### src/rtl/ste_dma_snd_ctrl.sv
// -----------------------------------------------------------------------------
// ste_dma_snd_ctrl
//
// STE sound DMA frame controller. It holds the frame start, end and counter
// registers. It wins bus slots for sound fetches while the shifter FIFO has
// room. For each fetch it presents the word address and holds SLOAD_N low, so
// the shifter latches MDIN. A one-cycle sint pulse marks each frame end.
// Playback is either single-shot or looped.
//
// Ports
//   clk32     system clock
//   reset     asynchronous, active-high reset
//   cs        register window select
//   rw        1 = CPU read, 0 = CPU write
//   a         word register index (A[5:1])
//   din       CPU write data
//   dout      CPU read data (combinational, 0 unless cs & rw)
//   slot      one-cycle pulse: bus slot available for sound DMA
//   sreq      shifter FIFO not full
//   sload_n   shifter load strobe, low for SLOAD_LEN cycles per fetch
//   sdma_act  high while a fetch owns the bus
//   saddr     word address [23:1] of the current fetch
//   sactive   playback enabled (control bit 0)
//   sint      one-cycle pulse at each frame end
// -----------------------------------------------------------------------------
module ste_dma_snd_ctrl #(
    parameter int unsigned SLOAD_LEN = 4
) (
    input  logic        clk32,
    input  logic        reset,
    input  logic        cs,
    input  logic        rw,
    input  logic [4:0]  a,
    input  logic [15:0] din,
    output logic [15:0] dout,
    input  logic        slot,
    input  logic        sreq,
    output logic        sload_n,
    output logic        sdma_act,
    output logic [22:0] saddr,
    output logic        sactive,
    output logic        sint
);

    localparam logic [3:0] LastLen = 4'(SLOAD_LEN - 1);

    typedef enum logic [1:0] {StIdle, StArm, StWait, StLoad} state_e;

    state_e      state_q, state_d;
    logic [22:0] start_q, start_d, end_q, end_d;
    logic [22:0] start_l_q, start_l_d, end_l_q, end_l_d;
    logic [22:0] cnt_q, cnt_d;
    logic        en_q, en_d, loop_q, loop_d;
    logic [3:0]  len_q, len_d;
    logic        sload_n_q, sload_n_d, sdma_act_q, sdma_act_d;
    logic        frame_end;
    logic        wr;

    // Only the low byte carries register data.
    logic unused_din;
    assign unused_din = ^din[15:8];

    assign wr = cs & ~rw;

    // Address registers are split hi/mid/lo; lo holds A[7:1] with bit 0 reading 0.
    function automatic logic [15:0] addr_field(input logic [22:0] w, input logic [1:0] sel);
        case (sel)
            2'd0:    return {8'h00, w[22:15]};
            2'd1:    return {8'h00, w[14:7]};
            default: return {8'h00, w[6:0], 1'b0};
        endcase
    endfunction

    always_comb begin
        dout = '0;
        if (cs && rw) begin
            case (a)
                5'd0:    dout = {14'b0, loop_q, en_q};
                5'd1:    dout = addr_field(start_q, 2'd0);
                5'd2:    dout = addr_field(start_q, 2'd1);
                5'd3:    dout = addr_field(start_q, 2'd2);
                5'd4:    dout = addr_field(cnt_q, 2'd0);
                5'd5:    dout = addr_field(cnt_q, 2'd1);
                5'd6:    dout = addr_field(cnt_q, 2'd2);
                5'd7:    dout = addr_field(end_q, 2'd0);
                5'd8:    dout = addr_field(end_q, 2'd1);
                5'd9:    dout = addr_field(end_q, 2'd2);
                default: dout = '0;
            endcase
        end
    end

    always_comb begin
        state_d    = state_q;
        start_d    = start_q;
        end_d      = end_q;
        start_l_d  = start_l_q;
        end_l_d    = end_l_q;
        cnt_d      = cnt_q;
        en_d       = en_q;
        loop_d     = loop_q;
        len_d      = len_q;
        sload_n_d  = sload_n_q;
        sdma_act_d = sdma_act_q;
        frame_end  = 1'b0;

        case (state_q)
            StIdle: begin
                if (en_q) state_d = StArm;
            end
            StArm: begin
                start_l_d = start_q;
                end_l_d   = end_q;
                cnt_d     = start_q;
                state_d   = StWait;
            end
            StWait: begin
                if (!en_q) begin
                    state_d = StIdle;
                end else if (cnt_q == end_l_q) begin
                    frame_end = 1'b1;
                    if (loop_q) begin
                        start_l_d = start_q;
                        end_l_d   = end_q;
                        cnt_d     = start_q;
                    end else begin
                        en_d    = 1'b0;
                        state_d = StIdle;
                    end
                end else if (slot && sreq) begin
                    state_d    = StLoad;
                    sload_n_d  = 1'b0;
                    sdma_act_d = 1'b1;
                    len_d      = '0;
                end
            end
            StLoad: begin
                // A fetch always runs to completion; en is only checked back in WAIT.
                if (len_q == LastLen) begin
                    sload_n_d  = 1'b1;
                    sdma_act_d = 1'b0;
                    cnt_d      = cnt_q + 23'd1;
                    state_d    = StWait;
                end else begin
                    len_d = len_q + 4'd1;
                end
            end
            default: state_d = StIdle;
        endcase

        // CPU writes come last so a control write overrides the FSM's en/loop update.
        if (wr) begin
            case (a)
                5'd0: begin
                    en_d   = din[0];
                    loop_d = din[1];
                end
                5'd1:    start_d[22:15] = din[7:0];
                5'd2:    start_d[14:7]  = din[7:0];
                5'd3:    start_d[6:0]   = din[7:1];
                5'd7:    end_d[22:15]   = din[7:0];
                5'd8:    end_d[14:7]    = din[7:0];
                5'd9:    end_d[6:0]     = din[7:1];
                default: ;
            endcase
        end
    end

    always_ff @(posedge clk32 or posedge reset) begin
        if (reset) begin
            state_q    <= StIdle;
            start_q    <= '0;
            end_q      <= '0;
            start_l_q  <= '0;
            end_l_q    <= '0;
            cnt_q      <= '0;
            en_q       <= 1'b0;
            loop_q     <= 1'b0;
            len_q      <= '0;
            sload_n_q  <= 1'b1;
            sdma_act_q <= 1'b0;
        end else begin
            state_q    <= state_d;
            start_q    <= start_d;
            end_q      <= end_d;
            start_l_q  <= start_l_d;
            end_l_q    <= end_l_d;
            cnt_q      <= cnt_d;
            en_q       <= en_d;
            loop_q     <= loop_d;
            len_q      <= len_d;
            sload_n_q  <= sload_n_d;
            sdma_act_q <= sdma_act_d;
        end
    end

    assign sload_n  = sload_n_q;
    assign sdma_act = sdma_act_q;
    assign saddr    = cnt_q;
    assign sactive  = en_q;
    assign sint     = frame_end;

endmodule

### config.mk
export PLATFORM = sky130hd
export DESIGN_NAME = ste_dma_snd_ctrl
export DESIGN_NICKNAME = d
export VERILOG_FILES = /design/src/rtl/ste_dma_snd_ctrl.sv
export SDC_FILE = /design/constraint.sdc
export NUM_CORES = 1
export LEC_CHECK = 0
export BUFFER_PORTS_ARGS = -buffer_cell sky130_fd_sc_hd__buf_2
export CORE_ASPECT_RATIO = 0.7
export CORE_UTILIZATION = 40
export CTS_CLUSTER_DIAMETER = 120
export DETAILED_ROUTE_END_ITERATION = 8
export GPL_ROUTABILITY_DRIVEN = 1
export GPL_TIMING_DRIVEN = 0
export PLACE_DENSITY = 0.7
export SYNTH_ARGS = -nofsm -noshare
export SYNTH_HDL_FRONTEND = slang
export SYNTH_SLANG_ARGS = --single-unit
### constraint.sdc
create_clock -name clk32 -period 3.8 [get_ports clk32]
set_input_delay 1.14 -clock clk32 [delete_from_list [all_inputs] [get_ports clk32]]
set_output_delay 1.14 -clock clk32 [all_outputs]
set_load 0.03 [all_outputs]
# After elaboration in Yosys (flattened, before gate mapping)
# Index checks and enable logic that the tools add are counted.
[op_classes]
bitwise_logic = 2
n_reduce_logical = 19
n_addsub = 2
eq_ne = 24
muxes = 42
[ops]
columns = ["operator", "n"]
rows = [
  ["two-way mux 23 bit", 7],
  ["case mux 8 bit (10 select lines)", 1],
  ["case mux 23 bit (3 select lines)", 1],
  ["case mux 23 bit (2 select lines)", 1],
  ["adder 23 x 1 -> 23 bit (second input constant)", 1],
  ["== test 23 bit", 1],
  ["== test 5 x 3 -> 1 bit (second input constant)", 4],
  ["two-way mux 1 bit", 17],
  ["two-way mux 4 bit", 4],
  ["inequality test 2 bit (second input constant)", 8],
  ["AND reduction 5 bit", 3],
  ["AND reduction 2 bit", 7],
  ["two-way mux 2 bit", 6],
  ["== test 5 x 2 -> 1 bit (second input constant)", 2],
  ["== test 5 x 4 -> 1 bit (second input constant)", 2],
  ["two-way mux 8 bit", 1],
  ["inequality test 4 bit (second input constant)", 2],
  ["case mux 2 bit (4 select lines)", 1],
  ["case mux 4 bit (2 select lines)", 1],
  ["AND reduction 4 bit", 2],
  ["== test 5 x 1 -> 1 bit (second input constant)", 1],
  ["logical NOT 5 bit", 1],
  ["adder 4 x 1 -> 4 bit (second input constant)", 1],
  ["== test 2 bit (second input constant)", 2],
  ["other kinds (9)", 12],
]
[word_totals]
output_inout_bits = 43
inputBits = 27
elab_cells = 103
reg_bits = 102

# Longest topological paths before layout
[logic_depth]
ltp_word = 6
mapped_depth = 8
mapped_depth_nobuf = 6

# Worst setup path before layout
# Ideal clock, no wire load.
[synth_timing]
kind = "input-to-output"
start = "input port a[3]"
end = "output port dout[1]"
cell_stages = 5
arrival_ps = 2820
n_path_buf = 1
path_slack_ps = -160
path_cell_list = "clkbuf_1 -> or3_1 -> nor3b_2 -> a221oi_1 -> a31oi_1"
[synth_between]
elab_chain_len = 3
[synth_lines]
columns = ["item", "line", "rtl"]
rows = [
  ["from (decl)", "33", "input logic [4:0] a,"],
  ["== test 5 x 4 -> 1 bit, or another cell as far along", "77", "case (a)"],
  ["case mux 8 bit (10 select lines) (*)", "77", ""],
  ["two-way mux 8 bit (*)", "76", "if (cs && rw) begin"],
  ["to (decl)", "35", "output logic [15:0] dout,"],
]
# Mark *: on every way between the ends. The rest lies on a longest branch, timed or not.

# Worst setup path after layout
[layout_timing]
start = "input port a[0]"
end = "output port dout[3]"
# Same word-level chain as after synthesis.

==> impl_metrics.toml <==
[finish]
syn_to_final_growth_pct = 20.12
finalNonFillerCells = 817
n_antenna_cell = 0
layout-drive-gt1-share_pct = 34.45
final_util_pct = 49.81
nNetsFinal = 651

[synthesis]
synth_seq_cells = 102
synth.distinct_cells = 69
synthArstFlopShare_pct = 100.0
synth_top_flop_cell = "dfrtp_1"
syn_area_um2 = 5828
synth.avg_cell_area_um2 = 10.77
ys_warn_count = 0
synth_sequential_area_ratio_pct = 43.82
gate_count_of_the_mapped_netlist = 541
edff_count_synth = 0

[min_path]
min-delay-path-class = "reg -> reg"
worst_hold_path.num_cells = 1

[floorplan]
design.portCount = 70
fp.dieH_um = 103.0
core.rowCount = 36
design.die.area_um2 = 15060
coreArea_um2 = 14050
die_width_um = 146.3
initial_core_utilization_pct = 41.47

[cts]
clk_transition_reported_paths_ns = 0.07
h_tree_levels = 3
cts_tree = "built"
cts-buffers-inserted = 9
numClockSinks = 102
clk-insertion-delay-late_ns = 0.36
longest_clk_path_bufs = 2
cts_root_buffer = "clkbuf_16"
cts_hold_buf = 0

[critical_path]
crit_path_end_kind = "output pin"
worstPathRequired_ns = 2.66
timing.critical_path.arrival_ns = 2.65
critical_path_source_type = "input port"
critPathKind = "in -> out"
critical_path_peak_fanout = 10
crit_path_max_incr_delay_ns = 0.51
cell_chain_of_the_critical_path = "buf_2 -> buf_12 -> mux4_2 -> a222oi_1 -> a21oi_2 -> buf_4"
critical_path_slowest_stage_cell = "mux4_2"
worstRegToRegCells = 5

[power]
leakage_nw = 3.111
p_per_area_nw_per_um2 = 635.8
peakVddDrop_mv = 0.2768

[sta]
setup_repair_after_global_routing_missed_its_margin = "true"
slew_viol_final = 0
setup_violations = 0
fin_crit_ns = 3.786
fin_worst_skew_ns = 0.01150
timing_worst_slew_pin_value_ns = 1.403
achievable-frequency_mhz = 264.2
maxSlewHeadroom_pct = 5.577
finalCritPeriodShare_pct = 99.62
report.final.hold_viol_count = 0

[place]
globalplace.congestion = 0.9793
hpwl_reported_at_the_end_of_detailed_placement_um = 14430
port-buffer-count = 52
dp.cells = 792

[global_routing]
global_route.overflow_total = 0
grt_max_degree = 44
track_usage_pct = 26.36
wire_length_of_the_first_global_routing_pass_um = 29130
antenna_violations_before_repair = 0
first_global_vias = 4755

[status]
outcome = "finished clean"

[route]
first_iter_violations = 833
viasPerCell = 6.256
routed_wire_length_per_instance_um = 24.17
post-route-drc-count = 0
vias = 5111
first_pass_detailed_route_iteration_total = 6
routed_wirelength_um = 19740
antenna_violating_nets_post_route = 0

[run]
drv_cap = 0
through the flow:
stage	hold slack, ns	setup TNS, ns	setup WS [ns]	power, mW	cell area [µm²]
2_1_floorplan	0.4700	-0.01424	-0.01424	2.878	5901
3_3_place_gp	0.4795	-3.140	-0.4147	3.397	6399
3_5_place_dp	0.4809	-3.604	-0.4773	3.460	6439
4_1_cts	0.5070	0	0.004363	4.392	6829
5_1_grt	0.5258	-0.01619	-0.01085	4.645	7000
6_report	0.4948	0	0.01431	4.451	7000
kinds of logic (layout without fill, tap and decap cells):
logic type / after synthesis / in the layout / share of synthesized area (%)
compound gates: 119 / 119 / 15.72
xor+xnor: 23 / 23 / 3.456
fa+ha+maj: 2 / 2 / 0.4293
buf+inv: 58 / 137 / 5.131
flops: 102 / 102 / 43.82
mux: 82 / 82 / 17.33
other cells: 1 / 8 / 0.06434
simple gates: 154 / 154 / 14.06
state kept, by name (all words and copies together) (netlist names):
register and count:
len_q 4, sdma_act 1, sactive 1, sload_n 1, start_q 23, end_l_q 23
state_q 2, saddr 23, end_q 23, loop_q 1
final cells by class:
class | instances | area [µm²]
sequential | 102 | 2554
multi-input combinational | 388 | 3107
buffer | 43 | 281.5
fill | 1279 | 7053
inverter | 10 | 41.29
tap | 190 | 237.7
timing repair buffer | 68 | 490.5
clock inverter | 7 | 63.81
clock buffer | 9 | 225.2
per-layer routing:
metal	track usage (%)	routed length [µm]	vias to the layer above	share of wire, %
met2	38.61	8344	337	42
met3	7.655	2356	19	12
met1	38.63	8830	2561	45
li1	-	-	2194	-
met4	5.048	211	0	1.1
met5	0	0	-	0
cells in the mapped netlist (all sizes together), types with 4 or more instances:
cell type / count / share of area [%]
dfrtp: 101 / 43
mux2: 71 / 15
nand2: 45 / 2.9
nor2: 31 / 2.0
clkbuf: 26 / 1.7
buf: 22 / 2.8
a21oi: 16 / 1.4
xor2: 16 / 2.4
o21ai: 15 / 1.3
o221ai: 15 / 2.3
nand3: 13 / 1.1
nand4: 13 / 1.5
a22oi: 12 / 1.5
inv: 10 / 0.64
a222oi: 9 / 1.5
a31oi: 9 / 0.97
mux2i: 9 / 1.5
nor3: 9 / 0.77
and3: 7 / 0.75
nor4: 7 / 1.1
xnor2: 7 / 1.1
a221oi: 6 / 0.90
nor3b: 5 / 0.82
o211ai: 5 / 0.64
and2: 4 / 0.43
or3: 4 / 0.43
timing repair:
action                                  CTS  global route
cloned                                    0             1
buffers inserted                          5             8
endpoints found under the setup margin    8             8
pin swaps                                 4            12
resized for setup                        17            30
where the power goes:
part	internal, mW	switching [mW]
sequential	1.37	0.338
combinational	0.729	1.08
clock	0.461	0.468
total	2.56	1.89
final timing paths:
| check | from | slack (ns) | endpoint |
|---|---|---|---|
| min in group asynchronous | reset | 0.83 | end_l_q[14]$_DFFE_PP0P_ |
| hold / removal | sdma_act$_DFFE_PP0P_ | 0.49 | sdma_act$_DFFE_PP0P_ |
| max in group asynchronous | reset | 2.05 | sload_n$_DFFE_PP1P_ |
| hold reg to reg | sdma_act$_DFFE_PP0P_ | 0.49 | sdma_act$_DFFE_PP0P_ |
| setup / recovery | a[0] | 0.01 | dout[3] |
| setup reg to reg | saddr[1]$_DFFE_PP0P_ | 0.77 | saddr[16]$_DFFE_PP0P_ |
critical path, delay by kind of cell:
kind,cells,cell delay [ns]
buffers and inverters,3,0.50
AOI/OAI and AO/OA,2,0.49
muxes,1,0.51
cell usage in the layout, fill, tap and decap left out, types with 12 or more instances in the layout:
cell type	instances
dfrtp_1	101
mux2_2	51
buf_2	49
nand2_1	45
nor2_1	30
buf_4	24
mux2_4	20
clkbuf_1	18
xor2_1	16
o221ai_1	15
o21ai_0	14
nand3_1	13
a21oi_1	13
nand4_1	12
a22oi_1	12
No activity file was read; power rests on OpenSTA's default activity.
